File: config.mk
export PLATFORM = sky130hd
export DESIGN_NAME = fb_swap_ctrl
export DESIGN_NICKNAME = d
export VERILOG_FILES = /design/src/rtl/fb_swap_ctrl.sv
export SDC_FILE = /design/constraint.sdc
export NUM_CORES = 1
export LEC_CHECK = 0
export ABC_AREA = 1
export BUFFER_PORTS_ARGS = -buffer_cell sky130_fd_sc_hd__buf_2
export CORE_MARGIN = 5
export CORE_UTILIZATION = 46
export DETAILED_ROUTE_END_ITERATION = 16
export PLACE_DENSITY = 0.77
export SKIP_LAST_GASP = 1
export SYNTH_ARGS = -nofsm -noshare
export SYNTH_HDL_FRONTEND = slang
export SYNTH_SLANG_ARGS = --single-unit
File: constraint.sdc
create_clock -name clk -period 1.6 [get_ports clk]
set_input_delay 0.16 -clock clk [delete_from_list [all_inputs] [get_ports clk]]
set_output_delay 0.16 -clock clk [all_outputs]
set_load 0.02 [all_outputs]
File: src/rtl/fb_swap_ctrl.sv
// Double-buffer swap controller: hands the renderer a back buffer, flips
// front/back on render completion (optionally deferred to display vsync).
module fb_swap_ctrl #(
  parameter int H_DISP     = 1280,
  parameter int V_DISP     = 720,
  parameter int ADDR_W     = 21,
  parameter int VSYNC_SWAP = 1
) (
  input  logic              clk,
  input  logic              rst,
  input  logic              render_done,
  input  logic              disp_vsync,
  output logic              wr_sel,
  output logic              rd_sel,
  output logic [ADDR_W-1:0] wr_base,
  output logic [ADDR_W-1:0] rd_base,
  output logic              render_go,
  output logic              render_hold,
  output logic [15:0]       frame_cnt,
  output logic [15:0]       drop_cnt,
  output logic              err_sticky
);

  localparam logic [ADDR_W-1:0] FRAME = ADDR_W'(H_DISP * V_DISP);

  typedef enum logic [1:0] {START, RENDER, PENDING, GO} state_t;

  state_t            state_q;
  logic              wr_sel_q, rd_sel_q, go_q, hold_q, err_q;
  logic [ADDR_W-1:0] wr_base_q, rd_base_q;
  logic [15:0]       frame_q, drop_q;

  logic swap_d, drop_d, err_d;

  // Event decode for the current state; the FSM below consumes these.
  always_comb begin
    swap_d = 1'b0;
    drop_d = 1'b0;
    err_d  = 1'b0;
    case (state_q)
      START, GO: begin
        drop_d = disp_vsync;
        err_d  = render_done;
      end
      RENDER: begin
        swap_d = render_done && ((VSYNC_SWAP == 0) || disp_vsync);
        drop_d = disp_vsync && !render_done;
      end
      PENDING: begin
        swap_d = disp_vsync;
        err_d  = render_done;
      end
      default: ;
    endcase
  end

  always_ff @(posedge clk or posedge rst) begin
    if (rst) begin
      state_q   <= START;
      wr_sel_q  <= 1'b0;
      rd_sel_q  <= 1'b1;
      wr_base_q <= '0;
      rd_base_q <= FRAME;
      go_q      <= 1'b0;
      hold_q    <= 1'b0;
      frame_q   <= '0;
      drop_q    <= '0;
      err_q     <= 1'b0;
    end else begin
      go_q   <= 1'b0;
      hold_q <= 1'b0;
      case (state_q)
        START, GO: begin
          go_q    <= 1'b1;
          state_q <= RENDER;
        end
        RENDER: begin
          if (swap_d)           state_q <= GO;
          else if (render_done) begin
            state_q <= PENDING;
            hold_q  <= 1'b1;
          end
        end
        PENDING: begin
          if (swap_d) state_q <= GO;
          else        hold_q  <= 1'b1;
        end
        default: state_q <= START;
      endcase
      if (swap_d) begin
        wr_sel_q  <= ~wr_sel_q;
        rd_sel_q  <= wr_sel_q;
        wr_base_q <= wr_sel_q ? '0 : FRAME;
        rd_base_q <= wr_sel_q ? FRAME : '0;
        frame_q   <= frame_q + 16'd1;
      end
      if (drop_d && drop_q != 16'hFFFF) drop_q <= drop_q + 16'd1;
      if (err_d) err_q <= 1'b1;
    end
  end

  assign wr_sel      = wr_sel_q;
  assign rd_sel      = rd_sel_q;
  assign wr_base     = wr_base_q;
  assign rd_base     = rd_base_q;
  assign render_go   = go_q;
  assign render_hold = hold_q;
  assign frame_cnt   = frame_q;
  assign drop_cnt    = drop_q;
  assign err_sticky  = err_q;

endmodule

After elaboration in Yosys (flattened, before gate mapping)
Index checks and enable logic that the tools add are counted.
{"block": "classes", "n_bitwise": 1, "reduce_logical": 8, "addsub": 2, "n_eq_ne": 6, "n_mux": 14}
{"op": "20-bit 2-to-1 mux", "count": 2}
{"op": "16-bit by 1-bit adder with 16-bit output, second input constant", "count": 2}
{"op": "16-bit inequality test, second input constant", "count": 1}
{"op": "2-bit 2-to-1 mux", "count": 3}
{"op": "1-bit case mux with 2 select lines", "count": 3}
{"op": "2-bit case mux with 3 select lines", "count": 1}
{"op": "1-bit 2-to-1 mux", "count": 5}
{"op": "2-bit == test, second input constant", "count": 2}
{"op": "1-bit logical AND", "count": 3}
{"op": "3-bit inequality test, second input constant", "count": 1}
{"op": "3-bit OR reduction", "count": 1}
{"op": "2-bit by 1-bit == test with 1-bit output, second input constant", "count": 1}
{"op": "2-bit logical NOT", "count": 1}
{"op": "2-bit inequality test, second input constant", "count": 1}
{"op": "2-bit AND reduction", "count": 1}
{"op": "2-bit OR reduction", "count": 1}
{"op": "1-bit logical NOT", "count": 1}
{"op": "1-bit inverter", "count": 1}
{"block": "totals", "output_inout_bits": 79, "reg_bits": 81, "inputBits": 4}

Logic depth before layout (Yosys ltp)
{"block": "logic_depth", "word_depth": 4, "ltp_mapped": 10, "mapped_depth_nobuf": 9}

Worst setup path before layout
Ideal clock, no wire load.
{"block": "synth_path", "kind": "register -> register", "startpoint": "register state_q[0]", "endpoint": "register frame_q[9], in the netlist frame_cnt[9]", "path_buffers": 0, "setup_ns": 0.123, "slack_ns": -0.020, "required_ns": 1.477, "path_stages_with_launch": 8, "arrival_ns": 1.497, "path_cell_list": "dfrtp_1 > inv_1 > ha_1 > inv_1 > nand3_1 > nor2_1 > nand2_1 > xor2_1"}
{"block": "synth_via", "elab_chain_len": 2}
{"item": "start, declared", "line_no": "28", "rtl": "state_t state_q;"}
{"item": "start signal, assigned", "line_no": "59", "rtl": "state_q <= START;"}
{"item": "start signal, assigned", "line_no": "75", "rtl": "state_q <= RENDER;"}
{"item": "start signal, assigned", "line_no": "78", "rtl": "if (swap_d) state_q <= GO;"}
{"item": "2-bit == test / 2-bit by 1-bit == test with 1-bit output (equally long branches)", "line_no": "40", "rtl": "case (state_q)"}
{"item": "1-bit case mux with 2 select lines *", "line_no": "40"}
{"item": "end signal, assigned", "line_no": "95", "rtl": "frame_q <= frame_q + 16'd1;"}
{"item": "end, declared", "line_no": "31", "rtl": "logic [15:0] frame_q, drop_q;"}
Mark *: on every way between the ends. The rest lies on a longest branch, timed or not.
A chain may end at the register's enable or synchronous reset.

Worst setup path in the final report
{"block": "layout_path", "startpoint": "register state_q[0]", "endpoint": "register frame_q[12], in the netlist frame_cnt[12]"}
The elaborated chain is that of the path after synthesis.

==> impl_metrics.tcl <==
set metrics [dict create \
    cts_buffer_depth 2 \
    cell_accounting_for_the_most_synthesized_area "sky130_fd_sc_hd__dfrtp_1" \
    area_growth_pct 15.6 \
    floorplan.die.height_um 83.2 \
    reg2regPathDepth 9 \
    port_buffers 48 \
    drt-pass1-iter-count 4 \
    route.detailed.drc 0 \
    timing.final.hold_violations 0 \
    setup_violations 0 \
    multi_input_area_sq_um 1210 \
    synth-seq-cells 39 \
    synth_top_family_by_area "simple AND/OR/NAND/NOR gates" \
    antennaDiodeCount 0 \
    clkSinkCount 39 \
    initial_core_util_pct 47.7 \
    critical-path-top-cell-by-count "sky130_fd_sc_hd__nand2_1" \
    crit_path_top_delay_cell "sky130_fd_sc_hd__dfrtp_1" \
    final.min_clock_period_ns 1.52 \
    fillerInstances 493 \
    crit_path_max_fanout 9 \
    vdd_ir_drop_max_v 0.000726 \
    clock_tree.htree_level_count 2 \
    synth-xor-area-share_pct 6.04 \
    critical_path.endpoint_type "register" \
    drt.antenna.violating_nets 0 \
    p_leak_uw 0.00152 \
    post_synth_main_area_contributors "sky130_fd_sc_hd__dfrtp_1 39%, sky130_fd_sc_hd__nand2_1 16%, sky130_fd_sc_hd__buf_4 13%" \
    mostFrequentLayoutCell "sky130_fd_sc_hd__nand2_1" \
    startpoint_of_the_most_critical_setup_path "state_q[0]" \
    max_cap_violations 0 \
    global_route_wire_length_before_repair_um 8670 \
    worst-r2r-setup-slack_ns 0.08 \
    crit_path_cell_trace "buf_4 > ha_4 > nand2_1 > nand2_2 > nand3_4 > buf_8 > clkinvlp_4 > nand2_1 > o21ai_0" \
    clk_pin_slew_worst_paths_ns 0.08 \
    min_delay_path_depth 2 \
    maximum_number_of_pins_on_one_net_before_global_route_repair 40 \
    status "finished, final reports clean" \
    detailroute.via_count 2069 \
    cp.buffers_inverters 3 \
    worst-setup-path-type "reg -> reg" \
    destination_of_the_worst_register_to_register_timing_path "frame_cnt[12]" \
    cp_slowest_stage_delay_ns 0.39 \
    timing_max_transition_violations_final 0 \
    crit-reg2reg-launch "state_q[0]" \
    worst_hold_endpoint "render_hold" \
    ys.warnings.count 0 \
    final_critical_path_setup_slack_ns 0.0813 \
    synth_compound_area_share_pct 3.60 \
    place.gp.congestion 0.862 \
    synth_fa_ha_area_share_pct 3.04 \
    seq_area_sq_um 981 \
    cts_buffers 5 \
    num_io_pins 83 \
    place.detailed.hpwl_um 3890 \
    grtUsageTotal_pct 14.9 \
    postSynthCellCount 326 \
    mean_number_of_vias_per_cell 4.58 \
    placement.setup.worst_slack_ns -0.0200 \
    worst_path_dominant_cell_family "buffers and inverters" \
    clock_insertion_delay_worst_skew_ns 0.29 \
    layout.nets 391 \
    synth.mux.area_fraction_pct 0 \
    number_of_global_route_vias_before_repair 1942 \
    final_cell_mix "105 x sky130_fd_sc_hd__nand2_1, 48 x sky130_fd_sc_hd__buf_2, 35 x sky130_fd_sc_hd__dfrtp_1" \
    synthSimpleGateAreaFrac_pct 28.6 \
    placement_rows 26 \
    die_width_um 83.2 \
    final_skew_ns 0.00919 \
    tritoncts "yes" \
    fraction_of_layout_instances_using_a_drive_strength_above_1_pct 24.1 \
    routedWlPerCell_um 11.6 \
    hold_path.startpoint "disp_vsync" \
    routed_wire_length_um 5240 \
    final.period_utilization_pct 94.9 \
    core-area_sq_um 5170 \
    globalRouteOverflowTotal 0 \
    drt_iter0_markers 70 \
    highest_achievable_clock_rate_mhz 658 \
    worst_ep_required_time_ns 1.78 \
    synth.distinct_cells 24 \
    setup.worst_path.start_class "register" \
    netlist_area_sq_um 2470 \
    grt_antenna_before_repair 0 \
    cts-root-buf "sky130_fd_sc_hd__clkbuf_8" \
    tns_ns 0 \
    synth_sequential_area_ratio_pct 39.6 \
    netlist.area_leader.share_pct 38.6 \
    worstPathArrival_ns 1.70 \
    synth_area_per_cell_sq_um 7.56 \
    final_util_pct 55.1 \
    power.density_cell_area_nw_per_um2 1370 \
    fp.dieArea_sq_um 6930 \
    worst_hold_class "in -> reg" \
]
[synthesized netlist by cell type, drive strengths merged]
cell,number
and2,1
nand2,108
xnor2,8
o21ai,14
nor2,32
nor3,5
ha,6
inv,32
xor2,9
buf,45
a21o,1
dfrtp,38
nand3,14
clkinv,1
conb,1
nand4,10
dfstp,1
[worst reg2reg max path, stage by stage (launching register included)]
cell and delay, ns:
sky130_fd_sc_hd__dfrtp_1 0.39, sky130_fd_sc_hd__buf_4 0.16, sky130_fd_sc_hd__ha_4 0.16, sky130_fd_sc_hd__nand2_1 0.07, sky130_fd_sc_hd__nand2_2 0.07, sky130_fd_sc_hd__nand3_4 0.10, sky130_fd_sc_hd__buf_8 0.15, sky130_fd_sc_hd__clkinvlp_4 0.15
sky130_fd_sc_hd__nand2_1 0.09, sky130_fd_sc_hd__o21ai_0 0.07
[sequential cells by signal, summed over array words and instances, names as in the netlist]
signal       cells
drop_cnt        16
err_sticky       1
frame_cnt       16
rd_base          1
render_go        1
render_hold      1
state_q          2
wr_base          1
[layer usage]
layer / global-route usage, % / up-vias / part of all wire [%]
met1: 18.5 / 952 / 45
met5: 0 / - / 0
met2: 25.4 / 66 / 48
li1: - / 1047 / -
met4: 4.46 / 0 / 0.80
met3: 3.96 / 4 / 6.4
[repair_timing]
item	CTS	global route
setup buffers	0	1
pin swaps	0	2
hold buffers	1	0
endpoints found under the setup margin	5	33
endpoints found under the hold margin	13	0
gates resized for setup	0	24
[power breakdown]
part           leakage, uW  internal (uW)  switching [uW]  total, uW
registers         0.000496           1180             202       1390
logic             0.000968            657            1130       1790
clock network    0.0000515            394             337        730
total              0.00152           2230            1670       3910
[cell type report]
cell class                      instances  area share [%]
Tap cell                               70            3.07
Timing Repair Buffer                   60            12.1
Inverter                               33            4.57
Clock buffer                            8            3.51
Sequential cell                        39            34.4
Multi-Input combinational cell        242            42.4
[stage by stage]
| stage | power, uW | cells | area (sq um) | hold slack [ns] |
|---|---|---|---|---|
| 2_1_floorplan | 2670 | 359 | 2590 | 0.226 |
| 5_1_grt | 4190 | 452 | 2850 | 0.108 |
| 3_5_place_dp | 3000 | 442 | 2660 | 0.314 |
| 4_1_cts | 3730 | 451 | 2770 | 0.0630 |
| 6_report | 3910 | 452 | 2850 | 0.113 |
| 3_3_place_gp | 2960 | 442 | 2660 | 0.306 |
[cells by family (layout without fill, tap and decap cells)]
logic type | Yosys count | in the layout
and+or+nand+nor | 170 | 170
buffers and inverters | 78 | 101
DFF | 39 | 39
xor gates and xnor gates | 17 | 17
AOI/OAI and AO/OA | 15 | 15
adders and majority gates | 6 | 6
other | 1 | 34
[worst max-delay path by stage]
| stage | slack [ns] | cells after the start | end |
|---|---|---|---|
| final | 0.08 | 9 | frame_cnt[12] |
| after CTS | -0.03 | 9 | frame_cnt[6] |
| after detailed placement | -0.02 | 7 | frame_cnt[10] |
| after floorplan | 0.03 | 10 | drop_cnt[0] |
| after global routing | -0.01 | 9 | frame_cnt[12] |
| after global placement | 0.01 | 9 | frame_cnt[6] |
Power figures use the tool's default switching activity.
